## config.mk

```make
export PLATFORM = sky130hd
export DESIGN_NAME = instruction_fetch
export DESIGN_NICKNAME = d
export VERILOG_FILES = /design/src/rtl/instruction_fetch_pkg.sv /design/src/rtl/instruction_fetch.sv
export SDC_FILE = /design/constraint.sdc
export NUM_CORES = 1
export LEC_CHECK = 0
export CAP_MARGIN = 15
export CORE_MARGIN = 4
export CORE_UTILIZATION = 40
export CTS_CLUSTER_DIAMETER = 150
export DETAILED_ROUTE_END_ITERATION = 10
export PLACE_DENSITY = 0.81
export SLEW_MARGIN = 20
export SYNTH_ARGS = -nofsm -noshare
export SYNTH_HDL_FRONTEND = slang
export SYNTH_SLANG_ARGS = --single-unit
export TNS_END_PERCENT = 1
```

## constraint.sdc

```tcl
create_clock -name clk -period 3.1 [get_ports clk]
set_input_delay 0.62 -clock clk [delete_from_list [all_inputs] [get_ports clk]]
set_output_delay 0.62 -clock clk [all_outputs]
set_load 0.005 [all_outputs]
```

## src/rtl/instruction_fetch_pkg.sv

```systemverilog
`default_nettype none
// ---------------------------------------------------------------------------
// Module : instruction_fetch_pkg
// Brief  : Shared types and constants for the instruction fetch stage.
// Rev    : 1.0  initial release
// ---------------------------------------------------------------------------
package instruction_fetch_pkg;

  // Fetch sequencer states
  typedef enum logic [2:0] {
    S_IDLE  = 3'd0,
    S_REQ   = 3'd1,
    S_WAIT  = 3'd2,
    S_HOLD  = 3'd3,
    S_FAULT = 3'd4
  } fetch_state_t;

  // Canonical RISC-V NOP (addi x0, x0, 0) shown to decode when nothing is fetched
  localparam logic [31:0] NOP_INSTR        = 32'h0000_0013;
  localparam logic [31:0] DEFAULT_RESET_PC = 32'h0000_0000;

  // A redirect target is only legal when it is word aligned
  function automatic logic is_misaligned(input logic [1:0] low_bits);
    return low_bits != 2'b00;
  endfunction

endpackage
`default_nettype wire

```

## src/rtl/instruction_fetch.sv

```systemverilog
`default_nettype none
// ---------------------------------------------------------------------------
// Module : instruction_fetch
// Brief  : Fetch stage owning the PC. Issues one word request at a time to
//          instruction memory, captures the response into the instruction
//          register and holds it until decode acknowledges. Handles branch /
//          jump redirects, dropping any response already in flight.
// Rev    : 1.0  initial release
// ---------------------------------------------------------------------------
module instruction_fetch
  import instruction_fetch_pkg::*;
#(
  parameter logic [31:0] RESET_PC  = DEFAULT_RESET_PC,
  parameter int          MAX_OUTST = 1
) (
  input  logic        clk,
  input  logic        reset,
  output logic        imem_req_valid,
  input  logic        imem_req_ready,
  output logic [31:0] imem_addr,
  input  logic        imem_rsp_valid,
  input  logic [31:0] imem_rsp_data,
  output logic [31:0] instr,
  output logic        instr_valid,
  input  logic        instr_ack,
  output logic [31:0] pc,
  output logic [31:0] pc_plus4,
  input  logic        pc_load,
  input  logic [31:0] pc_target,
  output logic        fetch_fault
);

  // The flush bookkeeping below only tracks a single in-flight request
  if (MAX_OUTST != 1) begin : g_bad_outst
    $error("instruction_fetch supports exactly one outstanding request");
  end

  fetch_state_t state;
  fetch_state_t next_state;

  logic        flush;
  logic        misaligned_load;
  logic [31:0] pc_d;
  logic [31:0] instr_d;
  logic        instr_valid_d;
  logic        flush_d;
  logic        fetch_fault_d;

  // A misaligned redirect is honoured everywhere except once already faulted
  assign misaligned_load = pc_load && is_misaligned(pc_target[1:0]) && (state != S_FAULT);

  assign imem_addr = pc;
  assign pc_plus4  = pc + 32'd4;

  // State register
  always_ff @(posedge clk) begin
    if (reset) begin
      state <= S_IDLE;
    end else begin
      state <= next_state;
    end
  end

  // Next-state decode
  always_comb begin
    next_state = state;
    if (misaligned_load) begin
      next_state = S_FAULT;
    end else begin
      case (state)
        S_IDLE: next_state = S_REQ;
        S_REQ: begin
          if (imem_req_ready) next_state = S_WAIT;
        end
        S_WAIT: begin
          if (pc_load) begin
            // Redirect coinciding with the response: drop it and refetch now
            if (imem_rsp_valid) next_state = S_REQ;
          end else if (imem_rsp_valid) begin
            next_state = flush ? S_REQ : S_HOLD;
          end
        end
        S_HOLD: begin
          if (pc_load || instr_ack) next_state = S_REQ;
        end
        S_FAULT: next_state = S_FAULT;
        default: next_state = S_IDLE;
      endcase
    end
  end

  // Next values for the registered datapath outputs
  always_comb begin
    pc_d          = pc;
    instr_d       = instr;
    instr_valid_d = instr_valid;
    flush_d       = flush;
    fetch_fault_d = fetch_fault;

    if (pc_load && (state != S_FAULT)) begin
      pc_d = pc_target;
    end

    if (misaligned_load) begin
      // Faulting target stays in pc so the trap handler can report it
      fetch_fault_d = 1'b1;
      instr_valid_d = 1'b0;
      flush_d       = 1'b0;
    end else begin
      case (state)
        S_REQ: begin
          // Memory accepted the old address while we redirect: discard its answer
          if (pc_load && imem_req_ready) flush_d = 1'b1;
        end
        S_WAIT: begin
          if (pc_load) begin
            flush_d = !imem_rsp_valid;
          end else if (imem_rsp_valid) begin
            if (flush) begin
              flush_d = 1'b0;
            end else begin
              instr_d       = imem_rsp_data;
              instr_valid_d = 1'b1;
            end
          end
        end
        S_HOLD: begin
          // Redirect wins over a simultaneous acknowledge
          if (pc_load) begin
            instr_valid_d = 1'b0;
          end else if (instr_ack) begin
            pc_d          = pc_plus4;
            instr_valid_d = 1'b0;
          end
        end
        default: ;
      endcase
    end
  end

  // Datapath and output registers
  always_ff @(posedge clk) begin
    if (reset) begin
      pc             <= RESET_PC;
      instr          <= NOP_INSTR;
      instr_valid    <= 1'b0;
      flush          <= 1'b0;
      fetch_fault    <= 1'b0;
      imem_req_valid <= 1'b0;
    end else begin
      pc             <= pc_d;
      instr          <= instr_d;
      instr_valid    <= instr_valid_d;
      flush          <= flush_d;
      fetch_fault    <= fetch_fault_d;
      imem_req_valid <= (next_state == S_REQ);
    end
  end

endmodule
`default_nettype wire

```

==> impl_metrics.ini <==
[status]
status = finished, violations left
violations = negative setup slack

[cts]
cts_buffer_depth = 2
worstSkewPairLatency_ns = 0.35
clkSinkCount = 71
cts_hold_buf = 0
root_buffer = clkbuf_8
cts.htree.levels = 3
clkSlewWorstSetupHoldPaths_ns = 0.08
numCtsBuffers = 9
cts_tree = built

[global_route]
grt_pass1_vias = 4106
grt_overflow = 0
track_usage = 0.226
grt_max_degree = 39
antenna_found_initial = 0
grt_pass1_wl_mm = 20.6

[drt]
drt-total-wl_mm = 13.2
drtIter0Drc = 264
ant_nets = 0
via_count = 4170
drc = 0
wl_per_cell_um = 16.5
viasPerCell = 5.21
first_pass_iters = 5

[pwr]
cellLeakagePower_uw = 0.00239
total_power_uw = 2200
power_density_nw_per_um2 = 361
vdd.ir_drop.worst_mv = 0.212

[synthesis]
syn_area_um2 = 3860
synth-edff-count = 0
synthCells = 491
synth_seq_cells = 71
synth_ff_type = dfxtp_1
synthArstFlopShare = 0
avgSynthCellArea_um2 = 7.87
syn-num-nets = 562
ys_seq_area_frac = 0.368
ys_warn_count = 0
ys_types = 58

[setup_path]
crit_fanout = 5
path_class = reg -> out
crit_arrival_ns = 2.50
cp.required_ns = 2.48
crit_path_end_kind = primary output
start_kind = flip-flop

[floorplanning]
die_y_um = 106
fp.coreArea_um2 = 9330
fp-row-count = 35
initial_core_util = 0.414
die-area_um2 = 11300
die_w_um = 106
io_pins = 201

[timing]
finalHoldViolations = 0
tightestPinTransition_ns = 0.556
setup_viol = 1
clock_skew_ns = 0.0128
fin_hold_ws_ns = 0.458
slew_headroom = 0.629
setup_ws_ns = -0.0184
min_period_ns = 3.12
finalMaxSlewViolations = 0
rsz0062_at_grt = true
period_share = 1.01
fmaxAchievable_mhz = 321
tns_ns = -0.0184

[finish]
fill_cells = 788
drive_gt1_frac = 0.119
instances_no_fill = 801
nets = 738
syn2layout_area_growth_pct = 58.0
antenna_cells = 0

[place]
routabilityCongestion = 0.910
port_buffers = 200
placed_cells_incl_taps = 779
post-dp-hpwl_mm = 9.94

[min_path]
min_path_type = reg -> reg

[run]
maxCapViolations = 0
[worst max-delay path: stages, from the launching register on]
cell and delay (ns):
dfxtp_1 0.34, ha_1 0.18, nand4_1 0.15, or4_4 0.63, buf_4 0.18, xnor2_1 0.16
clkdlybuf4s50_1 0.53
[final timing paths]
check,start,end,slack (ns),depth (start not counted)
worst max-delay path,imem_addr[2]$_SDFF_PP0_,pc_plus4[18],-0.02,6
worst min-delay path,instr[22]$_SDFFE_PP0P_,instr[22]$_SDFFE_PP0P_,0.46,2
worst min register to register,instr[22]$_SDFFE_PP0P_,instr[22]$_SDFFE_PP0P_,0.46,2
worst max register to register,imem_addr[2]$_SDFF_PP0_,imem_addr[16]$_SDFF_PP0_,0.96,10
[cell usage after synthesis, drive strengths merged (4+ instances only)]
library cell | instances | area, um^2
o21ai | 13 | 65.1
buf | 43 | 308
nand2 | 94 | 353
nor3 | 15 | 103
nor2 | 29 | 109
nand3 | 20 | 105
and2 | 8 | 50.1
xor2 | 14 | 138
a31oi | 7 | 43.8
nor2b | 4 | 25.0
nand4 | 8 | 80.1
and4 | 5 | 43.8
inv | 10 | 37.5
a21oi | 44 | 220
clkbuf | 26 | 100
a22oi | 12 | 90.1
xnor2 | 12 | 113
and3 | 7 | 43.8
o2bb2ai | 6 | 52.6
dfxtp | 71 | 1420
[registers in the layout, indices dropped and copies added (netlist names)]
name and cells:
imem_req_valid 1, flush 1, state 3, fetch_fault 1, instr_valid 1, instr 32, imem_addr 32
[layer usage]
| metal | part of all wire | track usage |
|---|---|---|
| met4 | 0.024 | 0.101 |
| met5 | 0 | 0 |
| met2 | 0.50 | 0.389 |
| met1 | 0.41 | 0.278 |
| met3 | 0.065 | 0.0358 |
[timing repair]
action / CTS / global route
gates resized for setup: 16 / 9
pin swaps: 3 / 1
setup buffers: 3 / 3
setup endpoints to repair: 9 / 5
[metrics by stage]
step | utilization | area (um^2) | worst slack, ns
finish | 0.655 | 6110 | -0.0184
global route | 0.655 | 6110 | -0.100
CTS | 0.650 | 6060 | -0.108
detailed placement | 0.625 | 5830 | 0.0884
global placement | 0.625 | 5830 | 0.111
floorplan | - | 3860 | 0.646
[cells in the final DEF (no fill, tap or decap), types with 7 or more instances in the layout]
| cell | Yosys | final |
|---|---|---|
| clkdlybuf4s50_1 | 0 | 192 |
| nor2_1 | 29 | 28 |
| xnor2_1 | 11 | 10 |
| dfxtp_1 | 71 | 66 |
| nor3_1 | 12 | 12 |
| inv_1 | 10 | 10 |
| xor2_1 | 12 | 12 |
| a22oi_1 | 12 | 12 |
| nand3_1 | 19 | 19 |
| a31oi_1 | 7 | 7 |
| a21oi_1 | 44 | 44 |
| o21ai_0 | 13 | 13 |
| nand2_1 | 94 | 94 |
| buf_4 | 35 | 34 |
| clkbuf_8 | 0 | 9 |
[power by group]
part           total [uW]  switching, uW  internal [uW]
Clock                 757            381            376
Sequential            987           41.7            946
Combinational         457            173            284
[area by class of cell]
class,instances,area (um^2),area share
repair buffers,234,2250,0.369
multi-input cells,341,2030,0.333
flip-flops and latches,71,1430,0.234
well taps,129,161,0.0264
clock buffers,10,128,0.0209
clock inverters,6,70.1,0.0115
inverters,10,37.5,0.00615
[logic make-up (layout without fill, tap and decap cells)]
group | Yosys count | after routing | share of synthesized area
and+or+nand+nor | 204 | 204 | 0.263
AOI/OAI and AO/OA | 109 | 109 | 0.184
buffers and inverters | 79 | 260 | 0.115
DFF | 71 | 71 | 0.368
xor gates and xnor gates | 26 | 26 | 0.0647
adders and majority gates | 1 | 1 | 0.00324
muxes | 1 | 1 | 0.00259
(Power assumes the default switching activity.)
